--- config.mk ---
export PLATFORM = sky130hd
export DESIGN_NAME = iq_demod_ctrl
export DESIGN_NICKNAME = d
export VERILOG_FILES = /design/src/rtl/iq_demod_ctrl.sv
export SDC_FILE = /design/constraint.sdc
export NUM_CORES = 1
export LEC_CHECK = 0
export ABC_AREA = 0
export BUFFER_PORTS_ARGS = -buffer_cell sky130_fd_sc_hd__buf_2
export CORE_MARGIN = 5
export CORE_UTILIZATION = 45
export DETAILED_ROUTE_END_ITERATION = 16
export PLACE_DENSITY = 0.73
export SYNTH_ARGS = -nofsm -noshare
export SYNTH_HDL_FRONTEND = slang
export SYNTH_SLANG_ARGS = --single-unit
--- constraint.sdc ---
create_clock -name clk -period 6.9 [get_ports clk]
set_input_delay 1.38 -clock clk [delete_from_list [all_inputs] [get_ports clk]]
set_output_delay 1.38 -clock clk [all_outputs]
set_load 0.05 [all_outputs]
--- src/rtl/iq_demod_ctrl.sv ---
// iq_demod_ctrl: gates I/Q filter strobes, drops warm-up pairs, re-pairs I/Q through skew FIFOs.
// Ports: clk/resetn (async active-low); en, ADC_rdy -> filter_en; I_filt/valid_out_I, Q_filt/valid_out_Q
// from the filters; I_BB/Q_BB/demod_iq_valid to the CORDIC; state, err_ovf, err_skew status.
// IQ_DEMOD_CTRL_STATS_EN adds pair_cnt, a saturating count of emitted pairs.
module iq_demod_ctrl #(
  parameter int DATA_W     = 5,
  parameter int WARMUP     = 20,
  parameter int FIFO_DEPTH = 4,
  parameter int MAX_SKEW   = 8
) (
  input  logic                     clk,
  input  logic                     resetn,
  input  logic                     en,
  input  logic                     ADC_rdy,
  output logic                     filter_en,
  input  logic signed [DATA_W-1:0] I_filt,
  input  logic                     valid_out_I,
  input  logic signed [DATA_W-1:0] Q_filt,
  input  logic                     valid_out_Q,
  output logic signed [DATA_W-1:0] I_BB,
  output logic signed [DATA_W-1:0] Q_BB,
  output logic                     demod_iq_valid,
  output logic [1:0]               state,
  output logic                     err_ovf,
`ifdef IQ_DEMOD_CTRL_STATS_EN
  output logic                     err_skew,
  output logic [15:0]              pair_cnt
`else
  output logic                     err_skew
`endif
);
  localparam int AW = $clog2(FIFO_DEPTH);
  localparam int CW = AW + 1;
  localparam logic [CW-1:0] FULL = CW'(FIFO_DEPTH);
  localparam logic [7:0] WLAST = 8'(WARMUP - 1);
  localparam logic [7:0] SLAST = 8'(MAX_SKEW - 1);
  typedef enum logic [1:0] {S_IDLE, S_WARM, S_RUN, S_ERR} state_t;
  state_t st;
  logic signed [DATA_W-1:0] fifo_i [FIFO_DEPTH];
  logic signed [DATA_W-1:0] fifo_q [FIFO_DEPTH];
  logic [AW-1:0] rp, wp_i, wp_q;
  logic [CW-1:0] cnt_i, cnt_q;
  logic [7:0] wcnt, skew;
  logic active, empty_i, empty_q, full_i, full_q, pop, push_i, push_q, ovf, one_ne, skew_hit, emit;
  always_comb begin
    active   = st == S_WARM || st == S_RUN;
    empty_i  = cnt_i == '0;
    empty_q  = cnt_q == '0;
    full_i   = cnt_i == FULL;
    full_q   = cnt_q == FULL;
    pop      = active && !empty_i && !empty_q;
    push_i   = active && valid_out_I && (!full_i || pop);
    push_q   = active && valid_out_Q && (!full_q || pop);
    ovf      = active && !pop && ((valid_out_I && full_i) || (valid_out_Q && full_q));
    one_ne   = empty_i ^ empty_q;
    skew_hit = active && one_ne && skew == SLAST;
    emit     = en && pop && st == S_RUN;
    filter_en = ADC_rdy && active;
  end
  assign state = st;
  always_ff @(posedge clk) begin
    if (push_i) fifo_i[wp_i] <= I_filt;
    if (push_q) fifo_q[wp_q] <= Q_filt;
  end
  always_ff @(posedge clk or negedge resetn) begin
    if (!resetn) begin
      st <= S_IDLE;
      rp <= '0;
      wp_i <= '0;
      wp_q <= '0;
      cnt_i <= '0;
      cnt_q <= '0;
      wcnt <= '0;
      skew <= '0;
      I_BB <= '0;
      Q_BB <= '0;
      demod_iq_valid <= 1'b0;
      err_ovf <= 1'b0;
      err_skew <= 1'b0;
    end else begin
      demod_iq_valid <= emit;
      if (emit) begin
        I_BB <= fifo_i[rp];
        Q_BB <= fifo_q[rp];
      end
      if (!en || st == S_IDLE) begin
        st <= !en ? S_IDLE : (WARMUP == 0 ? S_RUN : S_WARM);
        rp <= '0;
        wp_i <= '0;
        wp_q <= '0;
        cnt_i <= '0;
        cnt_q <= '0;
        wcnt <= '0;
        skew <= '0;
        if (en) begin
          err_ovf <= 1'b0;
          err_skew <= 1'b0;
        end
      end else if (active) begin
        rp <= rp + AW'(pop);
        wp_i <= wp_i + AW'(push_i);
        wp_q <= wp_q + AW'(push_q);
        cnt_i <= cnt_i + CW'(push_i) - CW'(pop);
        cnt_q <= cnt_q + CW'(push_q) - CW'(pop);
        skew <= one_ne ? skew + 8'd1 : 8'd0;
        err_ovf <= err_ovf | ovf;
        err_skew <= err_skew | skew_hit;
        if (ovf || skew_hit) st <= S_ERR;
        else if (pop && st == S_WARM) begin
          wcnt <= wcnt + 8'd1;
          if (wcnt == WLAST) st <= S_RUN;
        end
      end
    end
  end
`ifdef IQ_DEMOD_CTRL_STATS_EN
  always_ff @(posedge clk or negedge resetn) begin
    if (!resetn) pair_cnt <= '0;
    else if (st == S_IDLE && en) pair_cnt <= '0;
    else if (emit) pair_cnt <= pair_cnt + {15'd0, pair_cnt != 16'hFFFF};
  end
`endif
endmodule
==> qor.csv, run 1 <==
stage,metric,value,unit
logic_synthesis,ys_async_sr_fraction,51.81,%
clock_tree,hold_buffers,0,
worst_setup_path,path_class,reg -> out,
route,vias,2249,
floorplan,dieArea,10420,sq um
place,gp_congestion,0.7936,
finish,fill_cells,725,
route,drt_iter0_drc,111,
route,drc,0,
logic_synthesis,synthCells,277,
global_routing,grt.total_usage,13.81,%
logic_synthesis,avgSynthCellArea,13.77,sq um
clock_tree,clk_pin_slew,90,ps
floorplan,coreArea,8258,sq um
run_status,outcome,completed,
flow_run,maxCapViolations,0,
floorplan,io_pins,32,
timing,finalClockSkew,16.92,ps
timing,slew_violations,0,
worst_setup_path,crit_arrival,2200,ps
timing,fmax,0.2797,GHz
logic_synthesis,netlist.area_leader.share,31.50,%
worst_setup_path,cp_data_required_time,5520,ps
timing,min_period,3575,ps
min_path,holdPathStages,1,
timing,hold_violations,0,
logic_synthesis,synth_enable_flop_cells,40,
route,dr.pass1.iters,4,
finish,layout-drive-gt1-share,23.64,%
timing,tightest_slew,1055,ps
finish,area_growth,10.93,%
global_routing,grt_pass1_wl,11050,um
floorplan,num_rows,33,
finish,final_area,4230,sq um
worst_setup_path,end_kind,primary output,
finish,layout.cells.non_filler,418,
clock_tree,cts-resized-gates,0,
logic_synthesis,ys_types,51,
floorplan,die_h,102.1,um
logic_synthesis,ys_warn_count,0,
worst_setup_path,reg2regPathDepth,11,
timing,setup_violations,0,
power_and_ir_drop,ir_drop,0.00008468,V
logic_synthesis,syn_area,3814,sq um
min_path,holdPathEnd,I_BB[4],
power_and_ir_drop,power.leakage,1.824,nW
floorplan,die_w,102.1,um
timing,timing.final.ws_setup,3325,ps
worst_setup_path,reg2reg_to,cnt_q[2],
logic_synthesis,synth_area_leaders,"edfxtp_1 31%, dfrtp_1 28%, mux4_2 5.9%",
place,io_buffer_count,31,
global_routing,grt.overflow.total,0,
clock_tree,cts-htree-levels,3,
timing,relSlewSlack,29.14,%
timing,fin_setup_tns,0,ps
worst_setup_path,reg2reg_slack,3800,ps
logic_synthesis,synthFlopType,dfrtp_1,
route,routed_wl,6522,um
place,dp_slack,3695,ps
min_path,worstHoldStart,I_BB[4],
clock_tree,clk_latency,350,ps
clock_tree,cts_sinks,83,
clock_tree,clockRootBuffer,clkbuf_8,
finish,layout.nets,336,
floorplan,start_util,46.18,%
clock_tree,cts_setup_buffers,0,
route,vias_per_cell,5.380,
place,dp_hpwl,4506,um
clock_tree,clockBufferDepth,2,
worst_setup_path,worstPathMaxFanout,27,
logic_synthesis,ys_seq_elements,83,
global_routing,grt_pass1_vias,2218,
clock_tree,cts_buffers,9,
clock_tree,cts_tree,built,
power_and_ir_drop,p_per_area,214.2,nW/um^2
logic_synthesis,synth_top_area_cell,edfxtp_1,
worst_setup_path,timing.rr.start,state[1],
timing,rsz0062_at_grt,false,
route,wl_per_cell,15.60,um
place,placed_cell_area,4046,sq um
place,dp_cells,402,
finish,antennaDiodeCount,0,
global_routing,antenna_found_initial,0,
logic_synthesis,yosysSeqAreaShare,59.71,%
global_routing,grt_max_degree,44,
timing,fin_crit_sh,51.82,%
logic_synthesis,syn_nets,305,
route,postRouteAntennaNets,0,
min_path,hold_class,reg -> reg,
worst_setup_path,cp-start-kind,flip-flop,
==> Yosys cell counts, drive strengths merged (6+ instances only) <==
cell type,n
inv,10
mux4,10
ha,10
mux2i,6
dfrtp,43
mux2,11
nor3,8
buf,7
nor2,30
xor2,9
edfxtp,40
and3,6
nand2,17
==> how the worst max path moves through the flow <==
stage,startpoint,end,slack [ps],depth (start not counted)
2_1_floorplan,state[0],filter_en,3270,6
3_3_place_gp,ADC_rdy,filter_en,3700,3
3_5_place_dp,state[1],filter_en,3700,4
4_1_cts,state[1],filter_en,3290,4
5_1_grt,state[1],filter_en,3140,4
6_report,state[1],filter_en,3320,4
==> worst max-delay path, stage by stage, from the launching register on <==
cell and delay, ps:
dfrtp_1 410, inv_1 90, ha_1 860, and2_1 220
buf_2 260
==> placed cells by master, fill, tap and decap left out, drive strengths merged, types with 3 or more instances in the layout <==
master  synthesis  routed
o21a            5       5
or3             4       4
nor3            8       8
mux2i           6       6
mux2           11      11
edfxtp         40      40
nor2           30      30
nor4bb          3       3
o21ai           3       3
ha             10      10
xor2            9       9
nand2          17      17
clkbuf          4       9
mux4           10      10
buf             7      31
and3            6       6
nor3b           5       5
o311ai          4       4
nand3           3       3
nand4           4       4
dfrtp          43      43
inv            10      13
a41o            3       3
==> where the power goes <==
group	switching, W	internal, W	leakage (nW)
Combinational	0.0000367	0.0000176	0.774
Clock	0.000187	0.000137	0.0897
Sequential	0.00000363	0.000524	0.961
==> metrics by stage <==
stage	power, W	util (%)	hold WS, ps
floorplan	0.0005736	-	483.9
global placement	0.0005922	49.00	486.2
detailed placement	0.0005940	49.00	491.2
CTS	0.0009156	51.23	512.4
global route	0.0009482	51.23	536.9
finish	0.0009060	51.23	507.9
==> sequential cells by signal, indices dropped and copies added (netlist names) <==
name	cells
I_BB	5
Q_BB	5
cnt_i	3
cnt_q	3
demod_iq_valid	1
err_ovf	1
err_skew	1
fifo_i	20
fifo_q	20
rp	2
skew	8
state	2
wcnt	8
wp_i	2
wp_q	2
==> routing by layer <==
layer  part of all wire, %  global-route usage (%)
met1                    45                   18.67
met2                    50                   21.24
met3                   2.9                   2.594
met4                   1.8                   7.366
met5                     0                       0
==> area by class of cell <==
cell class / count / area (sq um) / share of cell area (%)
Tap cell: 105 / 131.4 / 3.106
Timing Repair Buffer: 31 / 155.1 / 3.668
Multi-Input combinational cell: 173 / 1445 / 34.16
Inverter: 10 / 37.54 / 0.8873
Clock inverter: 7 / 60.06 / 1.420
Sequential cell: 83 / 2277 / 53.83
Clock buffer: 9 / 123.9 / 2.928
==> cell families after synthesis <==
group | Yosys count | share of synthesized area (%)
flops | 83 | 59.71
mux | 27 | 11.52
simple gates | 89 | 12.63
fa+ha+maj | 12 | 4.331
compound gates | 34 | 6.890
xor+xnor | 11 | 2.526
buf+inv | 21 | 2.395
(Power assumes the default switching activity.)
==> inputs of run 2 (changes only) <==
==> constraint.sdc (replaced) <==
create_clock -name clk -period 3.6 [get_ports clk]
set_input_delay 0.72 -clock clk [delete_from_list [all_inputs] [get_ports clk]]
set_output_delay 0.72 -clock clk [all_outputs]
set_load 0.05 [all_outputs]
==> run 2 against run 1 <==
- die area unchanged
- global-route usage up 1.0 points
- final cell count up 0.72%
- non-clock buffer count up 3
- via count up 3.4%
- combinational power up 97%
- routed wire length up 3.7%
- flip-flop and latch count unchanged
- sequential power up 91%
- largest power group unchanged
- worst setup slack worse by 2600 ps
- clock-buffer cell count unchanged
- critical path depth up 1
- highest routed layer unchanged
- critical endpoint unchanged
==> qor.csv, run 2 (synthesized netlist as in run 1, its figures left out) <==
stage,metric,value,unit,change
run_status,outcome,completed,,
route,drc,0,,unchanged
timing,holdWs,506.8,ps,-1.135 ps
worst_setup_path,cp_data_required_time,2880,ps,-2640 ps
floorplan,io_pins,32,,unchanged
floorplan,coreArea,8258,sq um,unchanged
clock_tree,cts_setup_buffers,0,,unchanged
timing,tightest_slew,1045,ps,-10.28 ps
clock_tree,cts_sinks,83,,unchanged
clock_tree,clk_pin_slew,80,ps,about the same
timing,hold_violations,0,,unchanged
floorplan,num_rows,33,,unchanged
floorplan,dieArea,10420,sq um,unchanged
power_and_ir_drop,power.leakage,1.842,nW,+0.94%
place,dp_hpwl,4679,um,+3.8%
worst_setup_path,worstPathMaxFanout,18,,-33%
global_routing,grt.overflow.total,0,,unchanged
place,gp_congestion,0.8185,,+3.1%
power_and_ir_drop,internal_power,0.001300,W,+92%
place,io_buffer_count,31,,unchanged
worst_setup_path,reg2regPathDepth,12,,+1
timing,slew_violations,0,,unchanged
finish,layout.nets,339,,+0.89%
finish,final_area,4249,sq um,+0.44%
timing,setup_violations,0,,unchanged
timing,fin_crit_sh,80.71,%,
power_and_ir_drop,ir_drop,0.0001561,V,+84%
finish,final_cell_mix,"43 x dfrtp_1, 40 x edfxtp_1, 31 x buf_2, 30 x nor2_1, 17 x nand2_1",,
worst_setup_path,cp_cell_sequence,inv_1 -> ha_1 -> buf_4 -> and2_1 -> buf_2,,
min_path,hold_class,reg -> reg,,
timing,finalClockSkew,12.08,ps,-4.847 ps
route,routed_wl,6764,um,+3.7%
global_routing,grt_pass1_vias,2395,,+8.0%
finish,layout-drive-gt1-share,24.37,%,+0.72 points
global_routing,grt.total_usage,14.86,%,+1.0 points
power_and_ir_drop,pwr-share-comb,6.2,%,+0.2 points
route,dr.pass1.iters,4,,unchanged
clock_tree,hold_buffers,0,,unchanged
floorplan,start_util,46.18,%,unchanged
route,drt_iter0_drc,119,,+7.2%
timing,relSlewSlack,29.83,%,+0.69 points
clock_tree,cts-htree-levels,3,,unchanged
worst_setup_path,path_class,reg -> out,,
floorplan,die_h,102.1,um,unchanged
timing,fin_setup_tns,0,ps,unchanged
clock_tree,cts-resized-gates,0,,unchanged
finish,fin_util,51.45,%,+0.23 points
finish,mostFrequentLayoutCell,dfrtp_1,,
worst_setup_path,end_kind,primary output,,
global_routing,grt_max_degree,44,,unchanged
clock_tree,clk_latency,360,ps,about the same
power_and_ir_drop,p_per_area,408.5,nW/um^2,+91%
route,vias,2326,,+3.4%
global_routing,antenna_found_initial,0,,unchanged
power_and_ir_drop,clock_power_share,35.5,%,-0.2 points
finish,antennaDiodeCount,0,,unchanged
route,wl_per_cell,16.07,um,+3.0%
worst_setup_path,crit_arrival,2190,ps,about the same
global_routing,grt_pass1_wl,11980,um,+8.4%
clock_tree,cts_tree,built,,
power_and_ir_drop,power_frac_seq,58.3,%,about the same
timing,timing.final.ws_setup,694.6,ps,-2630 ps
timing,rsz0062_at_grt,false,,
min_path,holdPathStages,1,,unchanged
power_and_ir_drop,sw_frac_of_total,25.10,%,about the same
flow_run,maxCapViolations,0,,unchanged
floorplan,die_w,102.1,um,unchanged
route,vias_per_cell,5.525,,+2.7%
route,postRouteAntennaNets,0,,unchanged
clock_tree,cts_buffers,9,,unchanged
place,dp_slack,760.1,ps,-2935 ps
worst_setup_path,cp_slowest_cell,ha_1,,
timing,fmax,0.3442,GHz,
clock_tree,clockBufferDepth,2,,unchanged
clock_tree,clockRootBuffer,clkbuf_8,,
worst_setup_path,critPathMaxStageDelay,680,ps,-180 ps
worst_setup_path,cp-start-kind,flip-flop,,
timing,min_period,2905,ps,
place,placed_cell_area,4069,sq um,+0.56%
finish,reg_top3,"fifo_i x20, fifo_q x20",,
power_and_ir_drop,switchingPower,0.0004357,W,+92%
finish,area_growth,11.42,%,
## run 2: stage by stage
step / total power [W] / cells
6_report: 0.001736 / 421
3_5_place_dp: 0.001141 / 405
5_1_grt: 0.001809 / 421
4_1_cts: 0.001752 / 421
2_1_floorplan: 0.001099 / 277
3_3_place_gp: 0.001137 / 405
## run 2: per-layer routing
layer	global-route usage, %	share of wire [%]	up-vias
li1	-	-	1109
met1	20.29	44	1162
met2	23.29	50	47
met3	2.730	4.5	8
met4	6.660	1.5	0
met5	0	0	-
## run 2: cell type report
| class | count | area (sq um) |
|---|---|---|
| clock buffer | 9 | 123.9 |
| tap | 105 | 131.4 |
| multi-input combinational | 173 | 1445 |
| inverter | 10 | 37.54 |
| fill | 727 | 4009 |
| sequential | 83 | 2277 |
| clock inverter | 7 | 56.30 |
| timing repair buffer | 34 | 177.7 |
## run 2: worst paths after layout
| kind | from | to | slack, ps |
|---|---|---|---|
| max | state[1] | filter_en | 690 |
| min | I_BB[4] | I_BB[4] | 510 |
| max reg2reg | state[1] | cnt_q[2] | 760 |
| min reg2reg | I_BB[4] | I_BB[4] | 510 |
| max in group asynchronous | resetn | skew[1] | 2470 |
| min in group asynchronous | resetn | wcnt[5] | 520 |
## run 2: worst max-delay path, delay by kind of cell (launching register included)
kind / cells / cell delay (ps)
adders and majority gates: 1 / 680
buffers and inverters: 3 / 620
DFF: 1 / 390
and+or+nand+nor: 1 / 140
## run 2: power groups by stage
stage	clock [W]	combinational, W	sequential, W
after CTS	0.000631	0.000109	0.00101
after global routing	0.000675	0.000121	0.00101
after floorplan	0	0.0000611	0.00104
after detailed placement	0	0.000109	0.00103
final	0.000617	0.000107	0.00101
after global placement	0	0.000105	0.00103
